$ cat src/rtl/seg7_pkg.sv
// Shared constants and types for the seven-segment display paths.
// Segment patterns are active-low, ordered {g,f,e,d,c,b,a}.
package seg7_pkg;

  localparam logic [6:0] SEG_0    = 7'b1000000;
  localparam logic [6:0] SEG_1    = 7'b1111001;
  localparam logic [6:0] SEG_2    = 7'b0100100;
  localparam logic [6:0] SEG_3    = 7'b0110000;
  localparam logic [6:0] SEG_4    = 7'b0011001;
  localparam logic [6:0] SEG_5    = 7'b0010010;
  localparam logic [6:0] SEG_6    = 7'b0000010;
  localparam logic [6:0] SEG_7    = 7'b1111000;
  localparam logic [6:0] SEG_8    = 7'b0000000;
  localparam logic [6:0] SEG_9    = 7'b0010000;
  localparam logic [6:0] SEG_DASH = 7'b0111111;
  localparam logic [6:0] SEG_OFF  = 7'b1111111;

  localparam logic [3:0] AN_OFF = 4'b1111;

  typedef logic [1:0] digit_idx_t;

  localparam digit_idx_t IdxOnes      = 2'd0;
  localparam digit_idx_t IdxTens      = 2'd1;
  localparam digit_idx_t IdxHundreds  = 2'd2;
  localparam digit_idx_t IdxThousands = 2'd3;

endpackage

$ cat src/rtl/bcd_to_seg7.sv
// Combinational 4-bit code to active-low seven-segment pattern; codes above 9 show a dash.
module bcd_to_seg7
  import seg7_pkg::*;
(
  input  logic [3:0] code_i,
  output logic [6:0] seg_o
);

  always_comb begin
    seg_o = SEG_DASH;
    unique case (code_i)
      4'd0:    seg_o = SEG_0;
      4'd1:    seg_o = SEG_1;
      4'd2:    seg_o = SEG_2;
      4'd3:    seg_o = SEG_3;
      4'd4:    seg_o = SEG_4;
      4'd5:    seg_o = SEG_5;
      4'd6:    seg_o = SEG_6;
      4'd7:    seg_o = SEG_7;
      4'd8:    seg_o = SEG_8;
      4'd9:    seg_o = SEG_9;
      default: seg_o = SEG_DASH;
    endcase
  end

endmodule

$ cat src/rtl/seg7_scan_driver.sv
// Time-multiplexed four-digit common-anode driver with per-frame digit snapshot,
// leading-zero blanking and registered anode/cathode outputs.
module seg7_scan_driver
  import seg7_pkg::*;
#(
  parameter int unsigned REFRESH_DIV = 100000
) (
  input  logic       clk,
  input  logic       reset,
  input  logic [3:0] ones,
  input  logic [3:0] tens,
  input  logic [3:0] hundreds,
  input  logic [3:0] thousands,
  input  logic [3:0] dp_en,
  input  logic       blank,
  output logic [3:0] an,
  output logic [6:0] seg,
  output logic       dp
);

  localparam int unsigned CntW = (REFRESH_DIV > 1) ? $clog2(REFRESH_DIV) : 1;
  localparam logic [CntW-1:0] CntMax = CntW'(REFRESH_DIV - 1);

  logic [CntW-1:0]  cnt_q, cnt_d;
  digit_idx_t       idx_q, idx_d;
  logic [3:0][3:0]  digit_q, digit_d;
  logic [3:0]       dp_en_q, dp_en_d;
  logic [3:0]       an_q, an_d;
  logic [6:0]       seg_q, seg_d;
  logic             dp_q, dp_d;

  logic             wrap;
  logic             load;
  logic [3:0]       is_zero;
  logic [3:0]       lit;
  logic [3:0]       cur_digit;
  logic [6:0]       dec_seg;

  bcd_to_seg7 u_dec (
    .code_i (cur_digit),
    .seg_o  (dec_seg)
  );

  always_comb begin
    wrap  = (cnt_q == CntMax);
    cnt_d = wrap ? '0 : cnt_q + CntW'(1);
    idx_d = wrap ? idx_q + 2'd1 : idx_q;

    // Snapshot only at the very end of a frame so a frame never mixes old and new digits.
    load    = wrap && (idx_q == IdxThousands);
    digit_d = load ? {thousands, hundreds, tens, ones} : digit_q;
    dp_en_d = load ? dp_en : dp_en_q;

    // Codes above 9 are not zero, so a dash in an upper digit keeps lower zeros lit.
    for (int i = 0; i < 4; i++) begin
      is_zero[i] = (digit_q[i] == 4'd0);
    end
    lit[IdxOnes]      = 1'b1;
    lit[IdxTens]      = !(is_zero[3] && is_zero[2] && is_zero[1]);
    lit[IdxHundreds]  = !(is_zero[3] && is_zero[2]);
    lit[IdxThousands] = !is_zero[3];

    cur_digit = digit_q[idx_q];

    an_d  = AN_OFF;
    seg_d = SEG_OFF;
    dp_d  = 1'b1;
    if (!blank && lit[idx_q]) begin
      an_d  = ~(4'b0001 << idx_q);
      seg_d = dec_seg;
      dp_d  = ~dp_en_q[idx_q];
    end
  end

  always_ff @(posedge clk) begin
    if (reset) begin
      cnt_q   <= '0;
      idx_q   <= IdxOnes;
      digit_q <= '0;
      dp_en_q <= '0;
      an_q    <= AN_OFF;
      seg_q   <= SEG_OFF;
      dp_q    <= 1'b1;
    end else begin
      cnt_q   <= cnt_d;
      idx_q   <= idx_d;
      digit_q <= digit_d;
      dp_en_q <= dp_en_d;
      an_q    <= an_d;
      seg_q   <= seg_d;
      dp_q    <= dp_d;
    end
  end

  assign an  = an_q;
  assign seg = seg_q;
  assign dp  = dp_q;

endmodule

$ cat config.mk
export PLATFORM = sky130hd
export DESIGN_NAME = seg7_scan_driver
export DESIGN_NICKNAME = d
export VERILOG_FILES = /design/src/rtl/seg7_pkg.sv /design/src/rtl/bcd_to_seg7.sv /design/src/rtl/seg7_scan_driver.sv
export SDC_FILE = /design/constraint.sdc
export NUM_CORES = 1
export LEC_CHECK = 0
export BUFFER_PORTS_ARGS = -buffer_cell sky130_fd_sc_hd__buf_2
export CORE_UTILIZATION = 35
export CTS_CLUSTER_SIZE = 12
export DETAILED_ROUTE_END_ITERATION = 6
export PLACE_DENSITY = 0.54
export SYNTH_ARGS = -nofsm -noshare
export SYNTH_HDL_FRONTEND = slang
export SYNTH_HIERARCHICAL = 1
export SYNTH_SLANG_ARGS = --single-unit
$ cat constraint.sdc
create_clock -name clk -period 2.4 [get_ports clk]
set_clock_uncertainty 0.1 [all_clocks]
set_input_delay 0.24 -clock clk [delete_from_list [all_inputs] [get_ports clk]]
set_output_delay 0.24 -clock clk [all_outputs]
set_load 0.02 [all_outputs]
==> summary.txt, run 1 <==
Drc violations: 0
Fillers: 671
Synth unique cells: 45
Lkg Pwr: 1.04 nW
CP bufs+invs: 1
P per Cell Area: 519 nW/µm²
Max-Cap Viols: 0
Synth area leader: dfxtp_1
Max clock buf depth: 2
Sequential power share: 60.7%
CTS tree: done
Fin crit share: 82.6%
Async set-reset flop share out of synthesis: 0%
First-pass GRT wire length: 9.06 mm
H-tree lvl count: 2
Share of the synthesized area in the top cell type: 42.1%
Total chip power: 1.42 mW
Slowest-stage cell, CP: mux4_2
Flops & latches, synth: 51
Clock Latency Late Sink: 0.30 ns
Routed Antenna Nets: 0
Cell Rows: 29
Slowest cell delay on critical path: 0.60 ns
Internal power: 1.11 mW
Setup TNS Final: 0 ns
Avg Cell Area, Syn: 9.36 µm²
Via/cell ratio: 5.21
Logic pwr share: 4.3%
WL/cell: 14.2 µm
Hold Path Cell Cnt: 3
Vias post-DR: 1,907
Max Clk Rate: 504 MHz
Commonest non-fill, non-tap cell in the layout: dfxtp_1
Initial Util: 37.1%
Area Overhead vs Synth: 12.7%
Startpoint types: register
Cts hold-fix bufs: 0
Placer Congestion: 0.825
All-layer global routing usage: 15.7%
Register area share after synthesis: 42.1%
Final Max Tran Viols: 0
Leading cell types in the layout, fill and taps excluded: dfxtp_1 (51), buf_2 (34), nand4_1 (27)
Hold EP: dp_en_q[1]$_SDFFE_PP0P_
Launch point of the worst path: idx_q[0]$_SDFFE_PP0P_
Switching Power: 0.310 mW
Post-Route WL: 5.21 mm
Antenna violations before repair: 0
Clk pin slew, worst setup/hold paths: 0.09 ns
Grt total ovfl: 0
Ports: 35
CTS resizes: 0
Inserted Clock Buffers: 5
Largest net degree at the start of global routing: 27
Setup Buffers After CTS: 0
Worst EP required: 2.49 ns
Layout Nets: 322
Dominant delay contributor by cell family on the critical path: multiplexers
Run status: completed
CP cell instances: buf_4 -> mux4_2 -> or2_1 -> a21o_1 -> nand2b_1
RSZ-0062 raised after global routing: no
Port buffer count: 34
Final hold vios: 0
Main synth FF type: dfxtp_1
Net Count, Synth: 292
Full die area: 7270 µm²
Root buf cell: clkbuf_8
Critical path arrival: 2.08 ns
Detailed-router iteration count before antenna repair: 4
Fin util: 41.9%
Worst slew pin tran: 0.605 ns
Vias in the first global route: 1,812
DP HPWL: 3.67 mm
Hold Startpoint: dp_en[1]
Mapped cell area: 2420 µm²
Endpoints failing setup: 0
Worst r2r src: idx_q[0]$_SDFFE_PP0P_
Reg2Reg Capture Point: seg[2]$_SDFF_PP1_
Switching Share: 21.8%
YS warnings: 6
Share of layout cells above drive strength 1: 22.1%
Antenna diodes: 0
Core Region: 6530 µm²
Die H: 85.2 µm
Worst min-delay path class: in -> reg
Top cells by area, synth: dfxtp_1 (42%), nand4_1 (7.0%), ha_1 (5.2%)
Clock tree sinks: 51
1st-iter DRT viols: 126
Clock power frac: 35.0%
Peak VDD IR: 274 µV
Crit-path max FO: 9
Chip width: 85.2 µm
Slew Limit Headroom: 59.6%
Crit. End Element: register
Worst setup path category: reg -> reg
Final min period: 1.98 ns
Post-synth EDFFs: 0
Path depth of the worst reg2reg path: 5
R2R Setup Slk: 0.42 ns
Syn Inst Count: 259
-- area by class of cell --
type	count	area, µm²	share of cell area [%]
clock buffers	6	82.6	3.02
flip-flops and latches	51	1020	37.3
inverters	8	30.0	1.10
well taps	77	96.3	3.52
repair buffers	44	245	8.97
multi-input cells	179	1250	45.9
clock inverters	1	5.00	0.183
-- cell families after synthesis --
| group | share of synthesized area (%) |
|---|---|
| adders and majority gates | 5.16 |
| and+or+nand+nor | 23.8 |
| muxes | 5.06 |
| AOI/OAI and AO/OA | 11.9 |
| DFF | 42.1 |
| xor gates and xnor gates | 5.42 |
| buffers and inverters | 6.55 |
-- worst register-to-register path, cell delays in order, from the launching register on --
cell	delay, ns
dfxtp_1	0.42
buf_4	0.19
mux4_2	0.60
or2_1	0.26
a21o_1	0.17
nand2b_1	0.14
-- cells in the mapped netlist, types with 5 or more instances --
cell type  number
ha_1           10
and4_1          5
a21oi_1        24
inv_1           7
nand3_1         5
xor2_1         13
nand2_1         9
o21ai_1        20
dfxtp_1        51
nor2_1         19
clkbuf_1        7
mux4_2          5
nand4_1        27
buf_2           7
nand2b_1        9
-- state kept, by name, summed over array words and instances, names as in the netlist --
name,count
seg,7
dp,1
digit_q,16
an,4
dp_en_q,4
idx_q,2
cnt_q,17
-- metal layers --
layer | vias to the layer above | track usage, % | part of all wire, % | routed length, µm
li1 | 985 | - | - | -
met1 | 886 | 22.3 | 51 | 2680
met2 | 34 | 23.6 | 45 | 2350
met3 | 2 | 3.79 | 2.9 | 151
met4 | 0 | 4.78 | 0.56 | 29
met5 | - | 0 | 0 | 0
-- power groups by stage --
stage | combinational, mW | clock, mW | sequential [mW]
floorplan | 0.0218 | 0 | 0.889
global placement | 0.0617 | 0 | 0.881
detailed placement | 0.0619 | 0 | 0.881
CTS | 0.0622 | 0.527 | 0.861
global route | 0.0681 | 0.557 | 0.863
finish | 0.0612 | 0.497 | 0.861
-- metrics by stage --
stage | std cells | hold WS (ns) | area (µm²) | worst slack, ns
6_report | 366 | 0.0896 | 2730 | 0.417
5_1_grt | 366 | 0.0889 | 2730 | 0.308
4_1_cts | 366 | 0.0826 | 2730 | 0.419
3_5_place_dp | 359 | 0.351 | 2650 | 0.439
3_3_place_gp | 359 | 0.343 | 2650 | 0.465
2_1_floorplan | 259 | 0.269 | 2420 | 0.445
-- worst max-delay path by stage --
stage	end	slack [ns]	cells past startpoint
2_1_floorplan	seg[1]$_SDFF_PP1_	0.45	7
3_3_place_gp	seg[2]$_SDFF_PP1_	0.47	5
3_5_place_dp	seg[2]$_SDFF_PP1_	0.44	5
4_1_cts	seg[2]$_SDFF_PP1_	0.42	5
5_1_grt	seg[2]$_SDFF_PP1_	0.31	5
6_report	seg[2]$_SDFF_PP1_	0.42	5
No activity file was read; power rests on OpenSTA's default activity.
==> run 2, diff against run 1 <==
- PLACE_DENSITY: 0.54 -> 0.56
- clock period: 2.4 -> 1.8 ns (I/O delays scaled with it)
==> summary.txt, run 2 (synthesized netlist as in run 1, its figures left out) <==
Crit. End Element: register
RSZ-0062 raised after global routing: yes
Clock power frac: 34.1%
Leading cell types in the layout, fill and taps excluded: dfxtp_1 (50), buf_2 (34), nand4_1 (27)
Worst r2r src: idx_q[0]$_SDFFE_PP0P_
Area Overhead vs Synth: 19.5%
Final worst setup slack: -0.0379 ns
Root buf cell: clkbuf_8
Post-Route WL: 5.21 mm
Crit path depth: 5
Clock tree sinks: 51
Placer Congestion: 0.764
Vias post-DR: 1,962
Clock Latency Late Sink: 0.30 ns
Switching Share: 22.1%
Routed Antenna Nets: 0
Endpoints failing setup: 5
P per Cell Area: 643 nW/µm²
Max Clk Rate: 544 MHz
Full die area: 7270 µm²
Logic pwr share: 4.3%
Ports: 35
Total chip power: 1.86 mW
Max reg flops: 17
All-layer global routing usage: 15.6%
Crit path to: seg[2]$_SDFF_PP1_
Max clock buf depth: 2
Violated checks: setup timing
R2R Setup Slk: -0.04 ns
Largest net degree at the start of global routing: 27
Worst min-delay path class: in -> reg
Switching Power: 0.412 mW
Cell Rows: 29
Post-DP Area: 2780 µm²
Cts hold-fix bufs: 0
CP cell instances: mux4_2 -> ha_4 -> nor3b_1 -> a21o_1 -> nand2b_4
Fin util: 44.3%
Detailed-router iteration count before antenna repair: 4
Grt total ovfl: 0
Sequential power share: 61.6%
Die H: 85.2 µm
Chip width: 85.2 µm
Antenna violations before repair: 0
WL/cell: 13.7 µm
Peak VDD IR: 377 µV
CP bufs+invs: 0
Worst slew pin tran: 0.592 ns
Via/cell ratio: 5.18
H-tree lvl count: 2
CTS tree: done
Hold Startpoint: hundreds[2]
Critical path arrival: 1.94 ns
Max-Cap Viols: 0
DP HPWL: 3.77 mm
Worst setup path category: reg -> reg
Startpoint types: register
Drc violations: 0
Final hold vios: 0
Crit-path max FO: 6
Setup Buffers After CTS: 0
1st-iter DRT viols: 115
Dominant delay contributor by cell family on the critical path: multiplexers
Most flop-heavy register: cnt_q
Antenna diodes: 0
Path depth of the worst reg2reg path: 5
Slowest cell delay on critical path: 0.63 ns
Vias in the first global route: 1,925
Initial Util: 37.1%
Lkg Pwr: 1.11 nW
Area taken by multi-input logic gates: 1310 µm²
Final Cell Area: 2900 µm²
Fillers: 670
Final min period: 1.84 ns
Inserted Clock Buffers: 5
Clk pin slew, worst setup/hold paths: 0.09 ns
Slowest-stage cell, CP: mux4_2
Run status: complete, but fails checks
FF+latch area: 1020 µm²
Setup TNS Final: -0.0561 ns
Port buffer count: 34
Launch point of the worst path: idx_q[0]$_SDFFE_PP0P_
Commonest non-fill, non-tap cell in the layout: dfxtp_1
Reg2Reg Capture Point: seg[2]$_SDFF_PP1_
Internal power: 1.45 mW
First-pass GRT wire length: 8.98 mm
Fin crit share: 102%
Core Region: 6530 µm²
Share of layout cells above drive strength 1: 28.1%
Slew Limit Headroom: 60.5%
Final Max Tran Viols: 0
Worst EP required: 1.90 ns
Layout Nets: 334
run 2: cell type report:
class                   instances  area share [%]
multi-input cells             179            45.1
repair buffers                 56            12.1
well taps                      77            3.33
inverters                       8            1.21
flip-flops and latches         51            35.4
clock buffers                   7            2.63
clock inverters                 1           0.173
run 2: how the worst min path moves through the flow:
stage	to	slack, ns	depth (start not counted)
after floorplan	seg[5]$_SDFF_PP1_	0.21	2
after global placement	cnt_q[0]$_SDFF_PP0_	0.35	1
after detailed placement	cnt_q[0]$_SDFF_PP0_	0.35	1
after CTS	digit_q[10]$_SDFFE_PP0P_	0.03	3
after global routing	dp_en_q[1]$_SDFFE_PP0P_	0.03	3
final	digit_q[10]$_SDFFE_PP0P_	0.02	3
run 2: what timing repair did:
action                     in CTS  in global routing
setup endpoints to repair       6                 12
gates resized for setup         3                  7
pin swaps                       1                  3
run 2: power groups by stage:
stage | logic, mW | clock network (mW) | registers [mW]
2_1_floorplan | 0.0291 | 0 | 1.19
3_3_place_gp | 0.0815 | 0 | 1.17
3_5_place_dp | 0.0809 | 0 | 1.17
4_1_cts | 0.0812 | 0.664 | 1.15
5_1_grt | 0.0906 | 0.708 | 1.15
6_report | 0.0807 | 0.634 | 1.15
run 2: stage by stage:
step | worst slack, ns | cells | hold WS [ns]
after detailed placement | -0.0525 | 371 | 0.346
after global placement | -0.0266 | 371 | 0.346
after CTS | -0.0123 | 379 | 0.0254
after global routing | -0.0928 | 379 | 0.0316
after floorplan | -0.0478 | 259 | 0.209
final | -0.0379 | 379 | 0.0248
run 2: tightest hold or removal path, delay by kind of cell:
kind / cells / cell delay, ns
AO/OA/AOI/OAI: 1 / 0.05
AND/OR/NAND/NOR: 1 / 0.05
buffers and inverters: 1 / 0.09
run 2: per-layer routing:
metal	vias up	GRT usage, %	share of wire (%)
li1	1007	-	-
met2	29	27.4	49
met1	917	19.0	47
met3	9	3.02	2.7
met4	0	5.08	1.5
met5	-	0	0
